<file path="src/rtl/urna_generica_if.sv">
// Booth interface: keypad/control strobes toward the urn and the
// registered tallies/status coming back.
//   master : drives Digit, Valid, Cancel, Confirm, Finish
//   slave  : the urn; drives Counts, Nulo, Total, Match, DigCount,
//            Status, Overflow
interface urna_generica_if #(
  parameter int N_CAND = 4,
  parameter int CNT_W  = 8
);
  logic [3:0]              Digit;
  logic                    Valid;
  logic                    Cancel;
  logic                    Confirm;
  logic                    Finish;
  logic [N_CAND*CNT_W-1:0] Counts;
  logic [CNT_W-1:0]        Nulo;
  logic [CNT_W+3:0]        Total;
  logic [N_CAND-1:0]       Match;
  logic [3:0]              DigCount;
  logic                    Status;
  logic                    Overflow;

  modport master (
    output Digit, Valid, Cancel, Confirm, Finish,
    input  Counts, Nulo, Total, Match, DigCount, Status, Overflow
  );

  modport slave (
    input  Digit, Valid, Cancel, Confirm, Finish,
    output Counts, Nulo, Total, Match, DigCount, Status, Overflow
  );
endinterface

</file>
<file path="src/rtl/urna_generica.sv">
// Generic electronic ballot box. A voter types N_DIG BCD digits, reviews the
// matched candidate, confirms, and the booth stays locked until Finish.
// Ports:
//   Clock  : sole clock, rising edge
//   Reset  : synchronous, active-high; clears tallies and returns to ENTRY
//   bus    : urna_generica_if.slave (digit strobes in, tallies/status out)
//
// state  | meaning
// ENTRY  | collecting digits, DigCount counts them
// REVIEW | all digits typed, Match shows the candidate, awaiting Confirm
// VOTED  | vote committed, Status=1, only Finish (or Reset) releases
module urna_generica #(
  parameter int N_CAND = 4,
  parameter int N_DIG  = 4,
  parameter int CNT_W  = 8,
  parameter logic [N_CAND*N_DIG*4-1:0] CODES =
    {16'h3504, 16'h3472, 16'h3485, 16'h3494}
) (
  input logic           Clock,
  input logic           Reset,
  urna_generica_if.slave bus
);
  localparam int         DW   = N_DIG * 4;
  localparam logic [3:0] LAST = 4'(N_DIG - 1);

  typedef enum logic [1:0] {ENTRY, REVIEW, VOTED} state_t;

  state_t            state;
  logic [DW-1:0]     digits;
  logic [3:0]        dig_count;
  logic [N_CAND-1:0] match;
  logic [CNT_W-1:0]  tally [N_CAND];
  logic [CNT_W-1:0]  nulo;
  logic [CNT_W+3:0]  total;
  logic              status;
  logic              overflow;

  logic [DW-1:0]     next_digits;
  logic [N_CAND-1:0] match_next;
  logic              all_bcd;
  logic              found;

  // Candidate lookup on the digit string as it will be after this strobe,
  // so Match is ready in the same edge that enters REVIEW. Any non-BCD
  // digit forces a null vote; the lowest index wins on duplicate codes.
  always_comb begin
    next_digits = (digits << 4) | DW'(bus.Digit);
    all_bcd     = 1'b1;
    for (int k = 0; k < N_DIG; k++)
      if (next_digits[k*4 +: 4] > 4'd9) all_bcd = 1'b0;
    match_next = '0;
    found      = 1'b0;
    for (int i = 0; i < N_CAND; i++) begin
      if (!found && all_bcd && next_digits == CODES[i*DW +: DW]) begin
        match_next[i] = 1'b1;
        found         = 1'b1;
      end
    end
  end

  always_ff @(posedge Clock) begin
    if (Reset) begin
      state     <= ENTRY;
      digits    <= '0;
      dig_count <= '0;
      match     <= '0;
      for (int i = 0; i < N_CAND; i++) tally[i] <= '0;
      nulo      <= '0;
      total     <= '0;
      status    <= 1'b0;
      overflow  <= 1'b0;
    end else if (bus.Finish || (bus.Cancel && state != VOTED)) begin
      state     <= ENTRY;
      digits    <= '0;
      dig_count <= '0;
      match     <= '0;
      status    <= 1'b0;
    end else begin
      case (state)
        ENTRY: begin
          if (bus.Valid) begin
            digits    <= next_digits;
            dig_count <= dig_count + 4'd1;
            if (dig_count == LAST) begin
              state <= REVIEW;
              match <= match_next;
            end
          end
        end
        REVIEW: begin
          if (bus.Confirm) begin
            // Counters saturate; a blocked increment latches Overflow.
            if (match == '0) begin
              if (nulo == '1) overflow <= 1'b1;
              else            nulo     <= nulo + 1'b1;
            end else begin
              for (int i = 0; i < N_CAND; i++) begin
                if (match[i]) begin
                  if (tally[i] == '1) overflow <= 1'b1;
                  else                tally[i] <= tally[i] + 1'b1;
                end
              end
            end
            if (total == '1) overflow <= 1'b1;
            else             total    <= total + 1'b1;
            status <= 1'b1;
            match  <= '0;
            state  <= VOTED;
          end
        end
        VOTED:   ;
        default: state <= ENTRY;
      endcase
    end
  end

  for (genvar g = 0; g < N_CAND; g++) begin : g_pack
    assign bus.Counts[g*CNT_W +: CNT_W] = tally[g];
  end

  assign bus.Nulo     = nulo;
  assign bus.Total    = total;
  assign bus.Match    = match;
  assign bus.DigCount = dig_count;
  assign bus.Status   = status;
  assign bus.Overflow = overflow;
endmodule

</file>
<file path="src/flat_wrapper.sv">
// flat-port wrapper written by rule: the top's interface ports become plain ports
module urna_generica_flat 
#(
  parameter int N_CAND = 4,
  parameter int N_DIG  = 4,
  parameter int CNT_W  = 8,
  parameter logic [N_CAND*N_DIG*4-1:0] CODES =
    {16'h3504, 16'h3472, 16'h3485, 16'h3494}
)
  (Clock, Reset, bus_Digit, bus_Valid, bus_Cancel, bus_Confirm, bus_Finish, bus_Counts, bus_Nulo, bus_Total, bus_Match, bus_DigCount, bus_Status, bus_Overflow);
  urna_generica_if #(.N_CAND(N_CAND), .CNT_W(CNT_W)) bus_i ();
  input logic Clock;
  input logic Reset;
  input wire logic [$bits(bus_i.Digit)-1:0] bus_Digit;
  input wire logic [$bits(bus_i.Valid)-1:0] bus_Valid;
  input wire logic [$bits(bus_i.Cancel)-1:0] bus_Cancel;
  input wire logic [$bits(bus_i.Confirm)-1:0] bus_Confirm;
  input wire logic [$bits(bus_i.Finish)-1:0] bus_Finish;
  output wire logic [$bits(bus_i.Counts)-1:0] bus_Counts;
  output wire logic [$bits(bus_i.Nulo)-1:0] bus_Nulo;
  output wire logic [$bits(bus_i.Total)-1:0] bus_Total;
  output wire logic [$bits(bus_i.Match)-1:0] bus_Match;
  output wire logic [$bits(bus_i.DigCount)-1:0] bus_DigCount;
  output wire logic [$bits(bus_i.Status)-1:0] bus_Status;
  output wire logic [$bits(bus_i.Overflow)-1:0] bus_Overflow;
  assign bus_i.Digit = bus_Digit;
  assign bus_i.Valid = bus_Valid;
  assign bus_i.Cancel = bus_Cancel;
  assign bus_i.Confirm = bus_Confirm;
  assign bus_i.Finish = bus_Finish;
  assign bus_Counts = bus_i.Counts;
  assign bus_Nulo = bus_i.Nulo;
  assign bus_Total = bus_i.Total;
  assign bus_Match = bus_i.Match;
  assign bus_DigCount = bus_i.DigCount;
  assign bus_Status = bus_i.Status;
  assign bus_Overflow = bus_i.Overflow;
  urna_generica #(.N_CAND(N_CAND), .N_DIG(N_DIG), .CNT_W(CNT_W), .CODES(CODES)) u_core (.Clock(Clock), .Reset(Reset), .bus(bus_i));
endmodule
</file>
<file path="config.mk">
export PLATFORM = sky130hd
export DESIGN_NAME = urna_generica_flat
export DESIGN_NICKNAME = d
export VERILOG_FILES = /design/src/rtl/urna_generica_if.sv /design/src/rtl/urna_generica.sv /design/src/flat_wrapper.sv
export SDC_FILE = /design/constraint.sdc
export NUM_CORES = 1
export LEC_CHECK = 0
export ABC_AREA = 1
export BUFFER_PORTS_ARGS = -buffer_cell sky130_fd_sc_hd__buf_4
export CAP_MARGIN = 25
export CORE_MARGIN = 2
export CORE_UTILIZATION = 40
export DETAILED_ROUTE_END_ITERATION = 8
export PLACE_DENSITY = 0.71
export SYNTH_ARGS = -nofsm -noshare
export SYNTH_HDL_FRONTEND = slang
export SYNTH_SLANG_ARGS = --single-unit
</file>
<file path="constraint.sdc">
create_clock -name Clock -period 3.63 [get_ports Clock]
set_input_delay 0.363 -clock Clock [delete_from_list [all_inputs] [get_ports Clock]]
set_output_delay 0.363 -clock Clock [all_outputs]
set_load 0.02 [all_outputs]
</file>
==> metrics.md <==
| Metric | Value |
|---|---|
| WL per Instance | `12.3 um` |
| DRC viols | `0` |
| Pre-CTS WS | `1750 ps` |
| Worst Slack Setup Final | `1730 ps` |
| Commonest non-fill, non-tap cell in the layout | `nand2_1` |
| Largest stage delay, worst path | `440 ps` |
| CP bufs+invs | `0` |
| Avg Vias per Cell | `4.83` |
| IO Port Bufs | `71` |
| Gr busiest metal | `met2` |
| Cell with the most instances on the worst path | `nand2_1` |
| Vias in the first global route | `2971` |
| Cells along the critical path | `ha_1 -> nand3_1 -> nor2_1 -> a21oi_1 -> nand2_1 -> nand2_1` |
| Critical Path Sink Type | `register` |
| Status | `finished clean` |
| IO Count | `72` |
| Least-Margin Pin Slew | `687 ps` |
| Clock Sinks | `76` |
| Smallest hold slack | `300 ps` |
| Routed WL | `8480 um` |
| Drt first pass iters | `5` |
| CTS Hold Bufs | `0` |
| Number of synthesized register bits | `76` |
| Setup CP Type | `reg2reg` |
| Sequential area share after synthesis | `48.1%` |
| Worst min path class | `in2reg` |
| Switching share of power | `23.1%` |
| Initial Util | `41.2%` |
| Clk buf depth | `2` |
| Antenna-violating nets left | `0` |
| CP startpoint kind | `register` |
| Clock Power Share | `40.2%` |
| Core box area | `0.00928 sq mm` |
| Gate Count Post-Synth | `478` |
| Final #Nets | `570` |
| Global routing usage on met2 | `26.1%` |
| Top delay family on crit path | `simple AND/OR/NAND/NOR gates` |
| Syn-to-layout area delta | `22.9%` |
| Met3 Use GR | `3.63%` |
| Initial antenna violation count | `0` |
| Vias after detailed routing | `3319` |
| Total clock buffers created by CTS | `9` |
| Die Width | `102 um` |
| Global-route wire length before repair | `13600 um` |
| Synthesized area per cell | `8.01 sq um` |
| Maximum clock frequency | `526 MHz` |
| Final setup TNS | `0 ps` |
| Max cap viols | `0` |
| Relative slew slack | `54.2%` |
| GR Util met1 | `22.1%` |
| TritonCTS clock tree | `built` |
| Clk pin slew, worst setup/hold paths | `70 ps` |
| Area share of the largest cell type after synthesis | `25.1%` |
| Largest net degree at the start of global routing | `20` |
| Global route overflow | `0` |
| Clk_lat worst skew | `350 ps` |
| Fin crit period | `1900 ps` |
| Critical path peak fanout | `8` |
| CP required | `3640 ps` |
| Logic pwr share | `6.8%` |
| Critical Path AT | `1910 ps` |
| Ratio of cells with drive above 1 in the final layout | `18.5%` |
| PwrDens | `372 mW/mm^2` |
| Final setup violating endpoints | `0` |
| Most frequent cells in the layout | `nand2_1, buf_4, nor2_1` |
| Switching Power | `0.000405 W` |
| Top post-synthesis cells by area | `edfxtp_1, dfxtp_1, nand2_1, nor2_1, a21oi_1` |
| Dpl hpwl | `6260 um` |
| Sequential share of power | `52.9%` |
| Synthesized cell area | `0.00383 sq mm` |
| Dominant cell type by area after synthesis | `edfxtp_1` |
| H-tree Lvls | `3` |
| Worst vdd ir | `0.156 mV` |
| Post_cts resized | `0` |
| Distinct cells, synth | `32` |
| Leakage power | `1.85 nW` |
| Post-synth net total | `495` |
| # rows | `35` |
| Internal power | `0.00135 W` |
| Max Slew Vio Count | `0` |
| Postcts setup bufs | `0` |
| Root Buffer | `clkbuf_8` |
| Final Hold Violating Endpoints | `0` |
| Clock skew | `12.1 ps` |
| GRT Total Usage | `16.4%` |
| Die H | `102 um` |
| Die ar. | `0.0104 sq mm` |
| Diode count | `0` |
| Synth Warn # | `0` |
| RSZ-0062 raised after global routing | `false` |
| Slowest cell on the critical path | `edfxtp_1` |
| Initial DRC Count | `118` |
| Final clock period utilization by the worst path | `52.4%` |
| Gpl congestion | `0.869` |
-- sequential cells by signal, indices dropped and copies added, names as in the netlist --
signal               flops
u_core.tally            32
u_core.bus.Total        12
u_core.digits           12
u_core.bus.Nulo          8
u_core.bus.DigCount      4
u_core.bus.Match         4
u_core.state             2
u_core.bus.Overflow      1
u_core.bus.Status        1
-- synthesized netlist by cell type (all sizes together) --
cell type / number
a211oi: 1
or2: 2
clkinv: 1
nand2: 130
nand3: 30
dfxtp: 44
clkbuf: 2
nor3: 7
xor2: 14
inv: 46
o21a: 1
a31oi: 1
edfxtp: 32
nor3b: 6
nor2: 74
xnor2: 11
nand4: 10
a21oi: 45
ha: 7
nor4: 4
buf: 5
o21ai: 5
-- stage by stage --
stage	utilization, %	power (W)	area, sq um	cells
CTS	50.7	0.00177	4710	687
finish	50.7	0.00175	4710	687
floorplan	-	0.00102	3830	478
detailed placement	48.3	0.00107	4480	671
global route	50.7	0.00182	4710	687
global placement	48.3	0.00106	4480	671
-- power groups by stage --
| stage | clock network [W] | logic [W] | registers, W |
|---|---|---|---|
| CTS | 0.000720 | 0.000121 | 0.000927 |
| detailed placement | 0 | 0.000120 | 0.000947 |
| global route | 0.000756 | 0.000130 | 0.000930 |
| floorplan | 0 | 0.0000506 | 0.000965 |
| finish | 0.000705 | 0.000119 | 0.000928 |
| global placement | 0 | 0.000118 | 0.000945 |
-- path summary, 6_finish.rpt --
check / start / to / slack, ps / cells past startpoint
max: u_core.tally[3][0] / u_core.tally[3][0] / 1730 / 6
min reg2reg: u_core.bus.Overflow / u_core.bus.Overflow / 460 / 2
max reg2reg: u_core.tally[3][0] / u_core.tally[3][0] / 1730 / 6
min: bus_Digit[2] / u_core.digits[2] / 300 / 3
-- logic make-up (layout without fill, tap and decap cells) --
logic type | Yosys count | in the layout | synth area share, %
AO/OA/AOI/OAI | 53 | 53 | 7.39
XOR/XNOR | 25 | 25 | 5.72
adder cells (fa/ha/maj) | 7 | 7 | 2.29
buffers and inverters | 54 | 134 | 5.69
flip-flops | 76 | 76 | 48.1
AND/OR/NAND/NOR | 263 | 263 | 30.8
-- metal layers --
layer / share of wire (%) / wire (um)
met2: 47 / 3970
met5: 0 / 0
met1: 47 / 3990
met3: 4.7 / 396
met4: 1.4 / 122
-- worst reg2reg max path, cell delays in order, from the launching register on --
cell and delay (ps):
edfxtp_1 440, ha_1 270, nand3_1 150, nor2_1 90, a21oi_1 280, nand2_1 80, nand2_1 270
-- cell type report --
class                   count  area (sq um)
multi-input cells         348          1770
repair buffers             71           533
clock buffers              13           180
well taps                 129           161
inverters                  47           179
clock inverters             3          41.3
flip-flops and latches     76          1840
fillers                   925          4580
Note: power is estimated with default switching activity, not from simulation.
